**config.mk**
```make
export PLATFORM = sky130hd
export DESIGN_NAME = vend_dispense_ctrl
export DESIGN_NICKNAME = d
export VERILOG_FILES = /design/src/rtl/vend_pkg.sv /design/src/rtl/credit_decode.sv /design/src/rtl/vend_dispense_ctrl.sv
export SDC_FILE = /design/constraint.sdc
export NUM_CORES = 1
export LEC_CHECK = 0
export ABC_CLOCK_PERIOD_IN_PS = 5130
export CAP_MARGIN = 40
export CELL_PAD_IN_SITES_DETAIL_PLACEMENT = 1
export CELL_PAD_IN_SITES_GLOBAL_PLACEMENT = 1
export CORE_UTILIZATION = 35
export CTS_BUF_LIST = sky130_fd_sc_hd__clkbuf_2 sky130_fd_sc_hd__clkbuf_4 sky130_fd_sc_hd__clkbuf_8
export DETAILED_ROUTE_END_ITERATION = 16
export PLACE_DENSITY = 0.66
export SETUP_SLACK_MARGIN = 0.15
export SLEW_MARGIN = 20
export SYNTH_ARGS = -nofsm -noshare
export SYNTH_HDL_FRONTEND = slang
export SYNTH_SLANG_ARGS = --single-unit
```
**constraint.sdc**
```tcl
create_clock -name CLK -period 5.13 [get_ports CLK]
set_input_delay 1.026 -clock CLK [delete_from_list [all_inputs] [get_ports CLK]]
set_output_delay 1.026 -clock CLK [all_outputs]
set_load 0.05 [all_outputs]
```
**src/rtl/vend_pkg.sv**
```systemverilog
// Shared types and constants for the vending dispense controller and its neighbours.
package vend_pkg;

  localparam int CREDIT_W      = 3;
  localparam int MAX_CREDIT_Q  = 6;
  localparam int QUARTER_CENTS = 25;

  typedef enum logic [2:0] {
    IDLE      = 3'd0,
    DISPENSE  = 3'd1,
    CHANGE_HI = 3'd2,
    CHANGE_LO = 3'd3,
    CLEAR     = 3'd4
  } state_e;

  function automatic int unsigned max3(input int unsigned a, input int unsigned b,
                                       input int unsigned c);
    int unsigned m;
    m = a;
    if (b > m) begin
      m = b;
    end else begin
      m = m;
    end
    if (c > m) begin
      m = c;
    end else begin
      m = m;
    end
    return m;
  endfunction

endpackage

```
**src/rtl/credit_decode.sv**
```systemverilog
// One-hot credit decode: index of the single set bit, or 0 with valid low when the
// input is not exactly one-hot.
module credit_decode
  import vend_pkg::*;
(
  input  logic [MAX_CREDIT_Q:0] q_i,
  output logic [CREDIT_W-1:0]   credit_o,
  output logic                  valid_o
);

  logic [CREDIT_W-1:0] ones_s;
  logic [CREDIT_W-1:0] idx_s;

  // count set bits and remember the last set index
  always_comb begin
    ones_s = 3'd0;
    idx_s  = 3'd0;
    for (int i = 0; i <= MAX_CREDIT_Q; i++) begin
      if (q_i[i]) begin
        ones_s = ones_s + 3'd1;
        idx_s  = CREDIT_W'(i);
      end else begin
        ones_s = ones_s;
        idx_s  = idx_s;
      end
    end
    valid_o = (ones_s == 3'd1);
    if (valid_o) begin
      credit_o = idx_s;
    end else begin
      credit_o = 3'd0;
    end
  end

endmodule

```
**src/rtl/vend_dispense_ctrl.sv**
```systemverilog
// Vend transaction sequencer: dispense strobe, one CHANGE pulse per returned quarter,
// then a single CLEAR back to the credit register. All outputs are registered.
module vend_dispense_ctrl #(
  parameter int unsigned PRICE_Q          = 32'd4,
  parameter int unsigned DISPENSE_CYCLES  = 32'd8,
  parameter int unsigned CHANGE_HI_CYCLES = 32'd4,
  parameter int unsigned CHANGE_LO_CYCLES = 32'd4
) (
  input  logic CLK,
  input  logic RST,
  input  logic Q0,
  input  logic Q1,
  input  logic Q2,
  input  logic Q3,
  input  logic Q4,
  input  logic Q5,
  input  logic Q6,
  input  logic VEND_REQ,
  input  logic COIN_RET,
  output logic DISPENSE,
  output logic CHANGE,
  output logic CLEAR,
  output logic BUSY,
  output logic DENY,
  output logic ONEHOT_ERR
);
  import vend_pkg::*;

  localparam int unsigned TMAX    = max3(DISPENSE_CYCLES, CHANGE_HI_CYCLES, CHANGE_LO_CYCLES);
  localparam int          TIMER_W = $clog2(TMAX + 32'd1);

  localparam logic [TIMER_W-1:0]  T_ZERO  = {TIMER_W{1'b0}};
  localparam logic [TIMER_W-1:0]  T_ONE   = TIMER_W'(32'd1);
  localparam logic [TIMER_W-1:0]  T_DISP  = TIMER_W'(DISPENSE_CYCLES);
  localparam logic [TIMER_W-1:0]  T_HI    = TIMER_W'(CHANGE_HI_CYCLES);
  localparam logic [TIMER_W-1:0]  T_LO    = TIMER_W'(CHANGE_LO_CYCLES);
  localparam logic [CREDIT_W-1:0] PRICE_C = CREDIT_W'(PRICE_Q);

  logic [CREDIT_W-1:0] credit_s;
  logic                valid_s;

  state_e              state_q, state_d;
  logic [TIMER_W-1:0]  timer_q, timer_d;
  logic [CREDIT_W-1:0] chg_q, chg_d;
  logic                deny_d;
  logic                dispense_d, change_d, clear_d, busy_d;
  logic                dispense_q, change_q, clear_q, busy_q, deny_q, onehot_err_q;

  credit_decode u_credit_decode (
    .q_i      ({Q6, Q5, Q4, Q3, Q2, Q1, Q0}),
    .credit_o (credit_s),
    .valid_o  (valid_s)
  );

  // state, timer and change-count registers
  always_ff @(posedge CLK) begin
    if (RST) begin
      state_q <= vend_pkg::IDLE;
      timer_q <= T_ZERO;
      chg_q   <= 3'd0;
    end else begin
      state_q <= state_d;
      timer_q <= timer_d;
      chg_q   <= chg_d;
    end
  end

  // next-state logic; requests are only looked at in IDLE
  always_comb begin
    state_d = state_q;
    timer_d = timer_q;
    chg_d   = chg_q;
    deny_d  = 1'b0;
    case (state_q)
      vend_pkg::IDLE: begin
        if (VEND_REQ && (credit_s >= PRICE_C)) begin
          chg_d   = credit_s - PRICE_C;
          timer_d = T_DISP;
          state_d = vend_pkg::DISPENSE;
        end else if (COIN_RET && (credit_s != 3'd0)) begin
          chg_d   = credit_s;
          timer_d = T_HI;
          state_d = vend_pkg::CHANGE_HI;
          deny_d  = VEND_REQ;
        end else begin
          deny_d  = VEND_REQ;
        end
      end
      vend_pkg::DISPENSE: begin
        if (timer_q == T_ONE) begin
          if (chg_q != 3'd0) begin
            timer_d = T_HI;
            state_d = vend_pkg::CHANGE_HI;
          end else begin
            timer_d = T_ZERO;
            state_d = vend_pkg::CLEAR;
          end
        end else begin
          timer_d = timer_q - T_ONE;
        end
      end
      vend_pkg::CHANGE_HI: begin
        if (timer_q == T_ONE) begin
          chg_d   = chg_q - 3'd1;
          timer_d = T_LO;
          state_d = vend_pkg::CHANGE_LO;
        end else begin
          timer_d = timer_q - T_ONE;
        end
      end
      vend_pkg::CHANGE_LO: begin
        if (timer_q == T_ONE) begin
          if (chg_q != 3'd0) begin
            timer_d = T_HI;
            state_d = vend_pkg::CHANGE_HI;
          end else begin
            timer_d = T_ZERO;
            state_d = vend_pkg::CLEAR;
          end
        end else begin
          timer_d = timer_q - T_ONE;
        end
      end
      vend_pkg::CLEAR: begin
        state_d = vend_pkg::IDLE;
      end
      default: begin
        state_d = vend_pkg::IDLE;
        timer_d = T_ZERO;
        chg_d   = 3'd0;
      end
    endcase
  end

  // Moore outputs decoded from the next state so the registered copies line up with state_q
  always_comb begin
    dispense_d = (state_d == vend_pkg::DISPENSE);
    change_d   = (state_d == vend_pkg::CHANGE_HI);
    clear_d    = (state_d == vend_pkg::CLEAR);
    busy_d     = (state_d != vend_pkg::IDLE);
  end

  // output registers
  always_ff @(posedge CLK) begin
    if (RST) begin
      dispense_q   <= 1'b0;
      change_q     <= 1'b0;
      clear_q      <= 1'b0;
      busy_q       <= 1'b0;
      deny_q       <= 1'b0;
      onehot_err_q <= 1'b0;
    end else begin
      dispense_q   <= dispense_d;
      change_q     <= change_d;
      clear_q      <= clear_d;
      busy_q       <= busy_d;
      deny_q       <= deny_d;
      onehot_err_q <= ~valid_s;
    end
  end

  assign DISPENSE   = dispense_q;
  assign CHANGE     = change_q;
  assign CLEAR      = clear_q;
  assign BUSY       = busy_q;
  assign DENY       = deny_q;
  assign ONEHOT_ERR = onehot_err_q;

endmodule

```
==> impl_summary.log, run 1 <==
[metrics] CTS tree: built
[metrics] flip-flop cell with the highest count after synthesis: sky130_fd_sc_hd__dfxtp_1
[metrics] total iterations of the first detailed-routing run: 4
[metrics] chip width: 61.9 um
[metrics] highest clock frequency the design can meet: ~0.21 GHz
[metrics] global routing usage summed across all routing layers: 0.181
[metrics] per-instance average area after synthesis: between 9 and 10 sq um
[metrics] most area-consuming cells after synthesis: sky130_fd_sc_hd__dfxtp_1 (26%), sky130_fd_sc_hd__ha_1 (10%), sky130_fd_sc_hd__nor2_1 (4.2%)
[metrics] final HPWL from detailed placement: 2450 um
[metrics] final wirelength: a little over 3000 um
[metrics] count of distinct cell types in the synthesized netlist: 47
[metrics] core area: 3390 sq um
[metrics] count of final setup violators: 0
[metrics] outcome: finished clean
[metrics] Cells after Synth: around 140
[metrics] synthesis warning total: 0
[metrics] type of destination of the critical path: flip-flop
[metrics] minimum setup slack in the final design: about 0.46 ns
[metrics] Cell Rows: 21
[metrics] dominant combinational cell family by area after synthesis: simple AND/OR/NAND/NOR gates
[metrics] final design utilization: 0.470
[metrics] Setup Crit Path Kind: in2reg
[metrics] critical path peak fanout: 4
[metrics] Simple-Gate Fraction of Synth Area: 0.233
[metrics] area overhead of the layout relative to synthesis: 27.0%
[metrics] Worst Setup Start Kind: primary input
[metrics] minimum hold slack: just over 0.5 ns
[metrics] wire length of the first global-routing pass: 5050 um
[metrics] max-slew violation total from the final report: 0
[metrics] CTS Root Buffer Type: sky130_fd_sc_hd__clkbuf_4
[metrics] Tot Pwr: ~0.52 mW
[metrics] share of the cycle needed by the critical path after routing: 0.910
[metrics] xor and xnor fraction of the mapped netlist area: 0.0968
[metrics] Place WS: -0.176 ns
[metrics] final hold violation count: 0
[metrics] data required time at the worst endpoint: about 5.3 ns
[metrics] Vias: about 1,100
[metrics] maximum clock path buffer count: 2
[metrics] Leak Pwr: between 0.6 and 0.7 nW
[metrics] maximum number of pins on one net before global-route repair: 18
[metrics] CTS sink cnt: 16
[metrics] via count of the first global-routing pass: 1,107
[metrics] number of hold buffers added after cts: 0
[metrics] post-synthesis mux area share: 0.0349
[metrics] average via count per standard cell: roughly 5.3
[metrics] GP Congestion: between 0.7 and 0.8
[metrics] initial detailed-routing violation count: 22
[metrics] synthesized area: about 1300 sq um
[metrics] share of cells above drive strength 1: 0.230
[metrics] count of boundary I/O pins: 17
[metrics] async set or reset register ratio after synthesis: 0
[metrics] arrival time reported for the critical path endpoint: approximately 4.9 ns
[metrics] Max Cap Viol: 0
[metrics] setup repair after global routing missed its margin: false
[metrics] WL/cell: 14.4 um
[metrics] remaining antenna violation count after routing: 0
[metrics] number of antenna violations at the first check in global routing: 0
[metrics] IR Drop Worst-Case VDD: ~0.14 mV
[metrics] cell accounting for the most synthesized area: sky130_fd_sc_hd__dfxtp_1
[metrics] PortBufs: 16
[metrics] worst clock skew on the final layout: between 0.004 and 0.005 ns
[metrics] effective utilization at floorplan: 0.370
[metrics] floorplan die area: 3830 sq um
[metrics] share of synthesized cell area in full adder, half adder and majority cells: 0.0998
[metrics] Worst-Margin Slew: a little under 0.7 ns
[metrics] fraction of post-synthesis cell area in the top cell type by area: 0.255
[metrics] synthesized-area fraction occupied by ao, oa, aoi and oai cells: 0.220
[metrics] Net count, final: 188
[metrics] number of antenna diodes: 0
[metrics] Mapped Nets: 160
[metrics] Num CTS Buffers: 3
[metrics] total number of H-tree levels: 1
[metrics] FF+latch count, synth: 16
[metrics] vertical die dimension: 61.9 um
[metrics] total overflow reported by the global router: 0
[metrics] total power per unit cell area: 327 nW/um^2
[metrics] normalized max-slew margin: 0.536
[metrics] minimum clock period: 4.67 ns
[metrics] path type of the worst min-delay path: reg2reg
[metrics] clock-pin slew on the worst setup and hold paths: roughly 0.10 ns
[metrics] post-synthesis sequential area ratio: 0.255
[metrics] clock latency at the later pin of the worst-skew pair: approximately 0.29 ns
[metrics] # DRC: 0
[metrics] number of enable-type register cells in the synthesized netlist: 0
==> worst paths after layout <==
kind                            startpoint         end  slack, ns  depth (start not counted)
worst max-delay path                    Q2    chg_q[0]       0.46                         16
worst min-delay path            timer_q[3]  timer_q[3]       0.52                          2
worst max register to register  timer_q[0]    DISPENSE       3.02                          8
worst min register to register  timer_q[3]  timer_q[3]       0.52                          2
==> critical path, cell delays in order <==
cell,delay (ns)
sky130_fd_sc_hd__clkdlybuf4s50_1,0.56
sky130_fd_sc_hd__nor2_2,0.06
sky130_fd_sc_hd__a21oi_1,0.16
sky130_fd_sc_hd__ha_1,0.26
sky130_fd_sc_hd__mux2_2,0.27
sky130_fd_sc_hd__ha_1,0.29
sky130_fd_sc_hd__a211o_1,0.30
sky130_fd_sc_hd__ha_1,0.28
sky130_fd_sc_hd__o22a_1,0.21
sky130_fd_sc_hd__ha_1,0.17
sky130_fd_sc_hd__nand2_1,0.07
sky130_fd_sc_hd__xnor3_1,0.26
sky130_fd_sc_hd__xnor2_2,0.24
sky130_fd_sc_hd__o211ai_2,0.13
sky130_fd_sc_hd__a21oi_2,0.25
sky130_fd_sc_hd__mux2_4,0.32
==> per-stage QoR <==
step                      std cells  area, sq um  TNS [ns]
after floorplan                 139         1250         0
after global placement          207         1530    -0.184
after detailed placement        207         1530    -0.826
after CTS                       210         1560         0
after global routing            211         1590         0
final                           211         1590         0
==> Yosys cell counts, types with 2 or more instances <==
master,number
sky130_fd_sc_hd__a211o_1,2
sky130_fd_sc_hd__a21oi_1,8
sky130_fd_sc_hd__a22o_1,2
sky130_fd_sc_hd__a31oi_1,3
sky130_fd_sc_hd__buf_4,2
sky130_fd_sc_hd__clkbuf_1,3
sky130_fd_sc_hd__dfxtp_1,16
sky130_fd_sc_hd__ha_1,10
sky130_fd_sc_hd__inv_1,12
sky130_fd_sc_hd__mux2_1,2
sky130_fd_sc_hd__nand2_1,9
sky130_fd_sc_hd__nand3_1,4
sky130_fd_sc_hd__nand4b_1,2
sky130_fd_sc_hd__nor2_1,14
sky130_fd_sc_hd__nor3_1,6
sky130_fd_sc_hd__nor3b_1,2
sky130_fd_sc_hd__nor4b_4,2
sky130_fd_sc_hd__o21ai_0,4
sky130_fd_sc_hd__o22ai_1,2
sky130_fd_sc_hd__or3_1,4
sky130_fd_sc_hd__xnor3_1,2
sky130_fd_sc_hd__xor2_1,3
==> logic make-up after synthesis <==
family          after synthesis
mux                           4
flops                        16
buf+inv                      18
compound gates               34
fa+ha+maj                    10
simple gates                 49
xor+xnor                      8
==> what timing repair did <==
action                                 in CTS  in global routing
gates resized for setup                     1                  7
pin swaps                                   0                  3
endpoints found under the hold margin       0                  0
setup endpoints to repair                   2                  8
buffers inserted                            0                  0
==> layout by cell type (no fill, tap or decap), types with 6 or more instances in the layout <==
| cell | count |
|---|---|
| sky130_fd_sc_hd__clkdlybuf4s50_1 | 14 |
| sky130_fd_sc_hd__a21oi_1 | 8 |
| sky130_fd_sc_hd__nor3_1 | 6 |
| sky130_fd_sc_hd__dfxtp_1 | 16 |
| sky130_fd_sc_hd__nor2_1 | 13 |
| sky130_fd_sc_hd__inv_1 | 11 |
| sky130_fd_sc_hd__ha_1 | 9 |
| sky130_fd_sc_hd__buf_4 | 12 |
| sky130_fd_sc_hd__nand2_1 | 9 |
==> state kept, by name, summed over array words and instances, names as in the netlist <==
register	cells
timer_q	4
chg_q	3
state_q	3
BUSY	1
CHANGE	1
CLEAR	1
DENY	1
DISPENSE	1
ONEHOT_ERR	1
==> routing by layer <==
| metal | GRT usage | share of wire | vias up |
|---|---|---|---|
| met5 | 0 | 0 | - |
| met4 | 0.0381 | 0.0039 | 0 |
| met3 | 0.0435 | 0.021 | 2 |
| met2 | 0.315 | 0.50 | 15 |
| met1 | 0.229 | 0.48 | 540 |
| li1 | - | - | 555 |
==> final cells by class <==
cell class | instances | area [sq um]
clock buffers | 3 | 22.5
fillers | 397 | 1800
inverters | 12 | 45.0
multi-input cells | 105 | 887
flip-flops and latches | 16 | 320
well taps | 46 | 57.6
repair buffers | 29 | 260
==> power breakdown <==
group	internal, mW	leakage (nW)	switching [mW]
combinational	0.138	0.538	0.154
clock	0.0273	0.0138	0.0421
sequential	0.144	0.130	0.0151
total	0.309	0.682	0.212
Note: power is estimated with default switching activity, not from simulation.
==> run 2: changes to the inputs <==
- CAP_MARGIN: 40 -> not set
==> run 2 against run 1 <==
  * Wire length hardly changed
  * Flip-flop and latch count unchanged
  * Non-clock buffer count decreased by 1
  * First-iteration DRC count is 14% lower
  * Global-route usage stayed put
  * Worst setup slack worse by 0.0020 ns
  * Clock skew rose by 0.0025 ns
  * Register-to-register slack lost 0.34 ns
  * Combinational power is essentially flat
  * Cell count down 0.47%
  * Final area down 0.31%
  * Via count decreased by 0.81%
  * Largest power group unchanged
==> impl_summary.log, run 2 (synthesis results as in run 1) <==
[metrics] outcome: finished clean
[metrics] IR Drop Worst-Case VDD: 0.130 mV
[metrics] total iterations of the first detailed-routing run: 4
[metrics] max-slew violation total from the final report: 0
[metrics] Leak Pwr: 0.677 nW
[metrics] fillcell total: 397
[metrics] CTS sink cnt: 16
[metrics] max reg flops: 4
[metrics] top register by number of flip-flops: timer_q
[metrics] total power per unit cell area: ~330 nW/um^2
[metrics] worst reg2reg path startpoint: timer_q[0]
[metrics] count of final setup violators: 0
[metrics] Setup Crit Path Kind: in2reg
[metrics] Net count, final: 187
[metrics] most frequent standard cell in the layout excluding fill and tap cells: sky130_fd_sc_hd__dfxtp_1
[metrics] Sum Neg Setup Slack: 0 ns
[metrics] data required time at the worst endpoint: 5.32 ns
[metrics] core area: roughly 3400 sq um
[metrics] Cell Rows: 21
[metrics] # DRC: 0
[metrics] initial detailed-routing violation count: 19
[metrics] share of the cycle needed by the critical path after routing: 0.911
[metrics] Min-Delay Path Depth: 2
[metrics] critical path peak fanout: 4
[metrics] final hold violation count: 0
[metrics] registers with the most flip-flops: timer_q (4), chg_q (3), state_q (3)
[metrics] terminating pin of the worst hold path: timer_q[3]
[metrics] area overhead of the layout relative to synthesis: 26.6%
[metrics] clock latency at the later pin of the worst-skew pair: roughly 0.29 ns
[metrics] path type of the worst min-delay path: reg2reg
[metrics] commonest cells after routing, fill and taps aside: sky130_fd_sc_hd__dfxtp_1 (16), sky130_fd_sc_hd__clkdlybuf4s50_1 (14), sky130_fd_sc_hd__nor2_1 (13), sky130_fd_sc_hd__buf_4 (12), sky130_fd_sc_hd__inv_1 (11)
[metrics] Worst-Margin Slew: ~0.9 ns
[metrics] type of destination of the critical path: flip-flop
[metrics] average via count per standard cell: ~5.3
[metrics] PortBufs: 16
[metrics] placement-stage cell area: 1530 sq um
[metrics] maximum number of pins on one net before global-route repair: 18
[metrics] Tot Pwr: 0.519 mW
[metrics] worst clock skew on the final layout: 0.00692 ns
[metrics] number of antenna violations at the first check in global routing: 0
[metrics] total number of H-tree levels: 1
[metrics] arrival time reported for the critical path endpoint: approximately 5 ns
[metrics] total overflow reported by the global router: 0
[metrics] Num CTS Buffers: 3
[metrics] chip width: around 60 um
[metrics] final instance area: 1590 sq um
[metrics] normalized max-slew margin: 0.401
[metrics] minimum clock period: roughly 4.7 ns
[metrics] via count of the first global-routing pass: around 1,100
[metrics] Place WS: -0.176 ns
[metrics] R2R cell count: 7
[metrics] FF-to-FF setup slack: 2.68 ns
[metrics] remaining antenna violation count after routing: 0
[metrics] Max Cap Viol: 0
[metrics] met3 track demand over resource: 0.0435
[metrics] count of boundary I/O pins: 17
[metrics] met1 layer usage reported by global route: 0.229
[metrics] minimum setup slack in the final design: about 0.46 ns
[metrics] final design utilization: 0.468
[metrics] most used routing layer in global routing: met2
[metrics] number of antenna diodes: 0
[metrics] floorplan die area: approximately 3800 sq um
[metrics] final wirelength: approximately 3000 um
[metrics] global routing usage summed across all routing layers: 0.181
[metrics] Vias: between 1,000 and 1,500
[metrics] endpoint of the worst-slack reg-to-reg timing path: DISPENSE
[metrics] met2 Use GR: 0.315
[metrics] effective utilization at floorplan: 0.370
[metrics] highest clock frequency the design can meet: 0.214 GHz
[metrics] setup repair after global routing missed its margin: false
[metrics] vertical die dimension: 61.9 um
[metrics] CTS Root Buffer Type: sky130_fd_sc_hd__clkbuf_4
[metrics] GP Congestion: approximately 0.73
[metrics] share of cells above drive strength 1: 0.226
[metrics] CTS tree: built
[metrics] clock-pin slew on the worst setup and hold paths: approximately 0.1 ns
[metrics] Worst Setup Start Kind: primary input
[metrics] wire length of the first global-routing pass: 5050 um
[metrics] maximum clock path buffer count: 2
[metrics] final HPWL from detailed placement: 2450 um
[metrics] start point of the worst hold path: timer_q[3]
[metrics] WL/cell: 14.5 um
-- run 2: what timing repair did --
item                                    in CTS  in global routing
resized for setup                            1                  7
hold endpoints to repair                     0                  0
hold buffers                                 0                  0
setup buffers                                0                  0
pin swaps                                    0                  3
endpoints found under the setup margin       2                  8
-- run 2: per-layer routing --
| metal | wire length [um] | up-vias | part of all wire |
|---|---|---|---|
| met5 | 0 | - | 0 |
| met1 | 1460 | 531 | 0.48 |
| met2 | 1510 | 15 | 0.50 |
| li1 | - | 555 | - |
| met3 | 68 | 2 | 0.022 |
| met4 | 12 | 0 | 0.0039 |
-- run 2: final cells by class --
| type | instances | area, sq um | area share |
|---|---|---|---|
| Clock buffer | 3 | 22.5 | 0.0142 |
| Multi-Input combinational cell | 105 | 887 | 0.559 |
| Sequential cell | 16 | 320 | 0.202 |
| Inverter | 12 | 45.0 | 0.0284 |
| Tap cell | 46 | 57.6 | 0.0362 |
| Timing Repair Buffer | 28 | 255 | 0.161 |
-- run 2: how the worst max path moves through the flow --
stage / start / to / slack [ns] / depth (start not counted)
after global placement: Q1 / chg_q[0] / -0.06 / 17
after CTS: Q1 / chg_q[0] / 0.20 / 17
after detailed placement: Q1 / chg_q[0] / -0.18 / 17
after floorplan: Q0 / chg_q[0] / 0.51 / 16
final: Q2 / chg_q[0] / 0.46 / 16
after global routing: Q2 / chg_q[0] / 0.27 / 16
-- run 2: critical path: stages --
cell and delay, ns:
sky130_fd_sc_hd__clkdlybuf4s50_1 0.56, sky130_fd_sc_hd__nor2_2 0.06, sky130_fd_sc_hd__a21oi_1 0.16, sky130_fd_sc_hd__ha_1 0.26
sky130_fd_sc_hd__mux2_2 0.27, sky130_fd_sc_hd__ha_1 0.29, sky130_fd_sc_hd__a211o_1 0.30, sky130_fd_sc_hd__ha_1 0.28
sky130_fd_sc_hd__o22a_1 0.21, sky130_fd_sc_hd__ha_1 0.17, sky130_fd_sc_hd__nand2_1 0.07, sky130_fd_sc_hd__xnor3_1 0.26
sky130_fd_sc_hd__xnor2_2 0.24, sky130_fd_sc_hd__o211ai_2 0.13, sky130_fd_sc_hd__a21oi_2 0.25, sky130_fd_sc_hd__mux2_4 0.32
-- run 2: per-stage QoR --
step | hold slack, ns | cells
final | 0.529 | 210
after global routing | 0.535 | 210
after floorplan | 0.446 | 139
after CTS | 0.520 | 210
after global placement | 0.485 | 207
after detailed placement | 0.503 | 207
-- run 2: power by group --
| part | total (mW) | leakage (nW) | switching [mW] | internal (mW) |
|---|---|---|---|---|
| Sequential | 0.159 | 0.130 | 0.0151 | 0.144 |
| Clock | 0.0690 | 0.0138 | 0.0416 | 0.0273 |
| Combinational | 0.291 | 0.533 | 0.154 | 0.137 |
| Total | 0.519 | 0.677 | 0.210 | 0.308 |
==> run 3: changes to the inputs <==
- ABC_CLOCK_PERIOD_IN_PS: 5130 -> 3800
- MAX_ROUTING_LAYER: not set -> met4
- PLACE_DENSITY: 0.66 -> 0.68
- clock period: 5.13 -> 3.8 ns (I/O delays scaled with it)
==> run 3 against run 2 <==
  * The flow now finishes with violations (setup timing)
  * Power is 52% higher
  * Via count grew 2.5%
  * Hold slack worse by 0.020 ns
  * Clock-buffer cell count increased by 1
  * Wire length rose by 5.9%
  * Clock skew down 0.00079 ns
  * Critical path type unchanged
  * Highest routed layer is now met3
==> impl_summary.log, run 3 (synthesis results as in run 1) <==
[metrics] minimum setup slack in the final design: -0.328 ns
[metrics] minimum clock period: slightly above 4 ns
[metrics] Cell Rows: 21
[metrics] remaining antenna violation count after routing: 0
[metrics] share of cells above drive strength 1: 0.349
[metrics] total number of H-tree levels: 1
[metrics] Sum Neg Setup Slack: -2.68 ns
[metrics] average via count per standard cell: slightly above 5
[metrics] most frequent standard cell in the layout excluding fill and tap cells: sky130_fd_sc_hd__buf_4
[metrics] vertical die dimension: between 60 and 70 um
[metrics] highest clock frequency the design can meet: between 0.2 and 0.25 GHz
[metrics] GP Congestion: 0.771
[metrics] effective utilization at floorplan: 0.370
[metrics] Vias: around 1,100
[metrics] maximum clock path buffer count: 2
[metrics] setup repair after global routing missed its margin: true
[metrics] final HPWL from detailed placement: 2440 um
[metrics] path type of the worst min-delay path: reg2reg
[metrics] maximum number of pins on one net before global-route repair: 18
[metrics] PortBufs: 16
[metrics] normalized max-slew margin: 0.348
[metrics] most used routing layer in global routing: met2
[metrics] core area: around 3400 sq um
[metrics] Leak Pwr: 0.732 nW
[metrics] outcome: complete, but fails checks
[metrics] area taken by flip-flops and latches: 320 sq um
[metrics] met2 Use GR: 0.310
[metrics] Num CTS Buffers: 3
[metrics] IR Drop Worst-Case VDD: approximately 0.26 mV
[metrics] max reg flops: 4
[metrics] via count of the first global-routing pass: approximately 1,100
[metrics] Worst-Margin Slew: between 0.9 and 1 ns
[metrics] global routing usage summed across all routing layers: 0.191
[metrics] top register by number of flip-flops: timer_q
[metrics] minimum hold slack: approximately 0.5 ns
[metrics] total power per unit cell area: around 440 nW/um^2
[metrics] count of boundary I/O pins: 17
[metrics] worst clock skew on the final layout: roughly 0.006 ns
[metrics] clock-pin slew on the worst setup and hold paths: about 0.090 ns
[metrics] Setup Crit Path Kind: in2reg
[metrics] # DRC: 0
[metrics] final wirelength: 3230 um
[metrics] floorplan die area: between 3000 and 4000 sq um
[metrics] fillcell total: ~400
[metrics] arrival time reported for the critical path endpoint: approximately 4.3 ns
[metrics] Max Cap Viol: 0
[metrics] CTS tree: built
[metrics] number of antenna diodes: 0
[metrics] data required time at the worst endpoint: 3.98 ns
[metrics] final hold violation count: 0
[metrics] WL/cell: 14.6 um
[metrics] commonest cells after routing, fill and taps aside: sky130_fd_sc_hd__buf_4 (20), sky130_fd_sc_hd__dfxtp_1 (16), sky130_fd_sc_hd__nor2_1 (13), sky130_fd_sc_hd__clkdlybuf4s50_1 (13), sky130_fd_sc_hd__inv_1 (10)
[metrics] critical path peak fanout: 3
[metrics] type of destination of the critical path: flip-flop
[metrics] violated checks: setup timing
[metrics] chip width: around 62 um
[metrics] multi-input gate area in the final layout: 980 sq um
[metrics] count of final setup violators: 14
[metrics] CTS sink cnt: 16
[metrics] max-slew violation total from the final report: 0
[metrics] initial detailed-routing violation count: 47
[metrics] total iterations of the first detailed-routing run: 4
[metrics] CTS Root Buffer Type: sky130_fd_sc_hd__clkbuf_4
[metrics] met3 track demand over resource: 0.0414
[metrics] total overflow reported by the global router: 0
[metrics] Net count, final: between 150 and 200
[metrics] registers with the most flip-flops: timer_q (4), chg_q (3), state_q (3)
[metrics] area overhead of the layout relative to synthesis: 41.9%
[metrics] met1 layer usage reported by global route: 0.254
[metrics] Worst Setup Start Kind: primary input
[metrics] clock latency at the later pin of the worst-skew pair: a little under 0.3 ns
[metrics] wire length of the first global-routing pass: 5250 um
[metrics] number of antenna violations at the first check in global routing: 0
[metrics] share of the cycle needed by the critical path after routing: 1.09
[run 3: changes by cell type in the layout (fill, tap and decap cells not counted), sizes merged]
cell,delta
buf,+12
dlymetal6s2s,-2
clkbuf,+1
clkdlybuf4s50,-1
dlygate4sd2,+1
[run 3: final timing paths]
kind                                 start        to  slack, ns  depth (start not counted)
worst max register to register  timer_q[0]  DISPENSE       1.23                          7
worst min register to register    chg_q[2]  chg_q[2]       0.51                          1
worst max-delay path                    Q0  chg_q[0]      -0.33                         18
worst min-delay path              chg_q[2]  chg_q[2]       0.51                          1
[run 3: final cells by class]
| class | instances | area share |
|---|---|---|
| multi-input combinational | 105 | 0.551 |
| sequential | 16 | 0.180 |
| clock buffer | 4 | 0.0204 |
| timing repair buffer | 38 | 0.184 |
| inverter | 12 | 0.0323 |
| tap | 46 | 0.0323 |
[run 3: metrics by stage]
step / setup slack, ns / utilization / cell area (sq um) / power [mW] / cells
3_3_place_gp: -1.02 / 0.483 / 1640 / 0.609 / 214
6_report: -0.328 / 0.525 / 1780 / 0.790 / 221
4_1_cts: -0.337 / 0.508 / 1720 / 0.761 / 221
5_1_grt: -0.431 / 0.525 / 1780 / 0.841 / 221
2_1_floorplan: -0.336 / - / 1310 / 0.502 / 139
3_5_place_dp: -1.15 / 0.483 / 1640 / 0.623 / 214
[run 3: report_power, final]
group / internal, mW / switching [mW]
clock: 0.0584 / 0.0532
combinational: 0.224 / 0.237
sequential: 0.194 / 0.0235
total: 0.477 / 0.314
[run 3: timing repair]
action,4_1_cts,5_1_grt
pin swaps,12,8
buffers inserted,3,0
gates resized for setup,16,10
endpoints found under the setup margin,14,14
hold buffers,0,0
[run 3: critical path, cell delays in order]
cell                       delay [ns]
sky130_fd_sc_hd__buf_6           0.09
sky130_fd_sc_hd__buf_6           0.12
sky130_fd_sc_hd__inv_12          0.04
sky130_fd_sc_hd__ha_4            0.18
sky130_fd_sc_hd__xor2_1          0.16
sky130_fd_sc_hd__ha_1            0.32
sky130_fd_sc_hd__mux2_4          0.28
sky130_fd_sc_hd__ha_4            0.24
sky130_fd_sc_hd__a211o_1         0.28
sky130_fd_sc_hd__ha_4            0.22
sky130_fd_sc_hd__o22a_1          0.20
sky130_fd_sc_hd__ha_2            0.17
sky130_fd_sc_hd__nand2_2         0.05
sky130_fd_sc_hd__xnor3_1         0.25
sky130_fd_sc_hd__xnor2_2         0.22
sky130_fd_sc_hd__o211ai_2        0.16
sky130_fd_sc_hd__a21oi_4         0.22
sky130_fd_sc_hd__mux2_4          0.32
[run 3: per-layer routing]
layer,vias up,routed length (um)
met5,-,0
met4,0,0
met3,0,132
met2,21,1520
met1,533,1580
li1,577,-
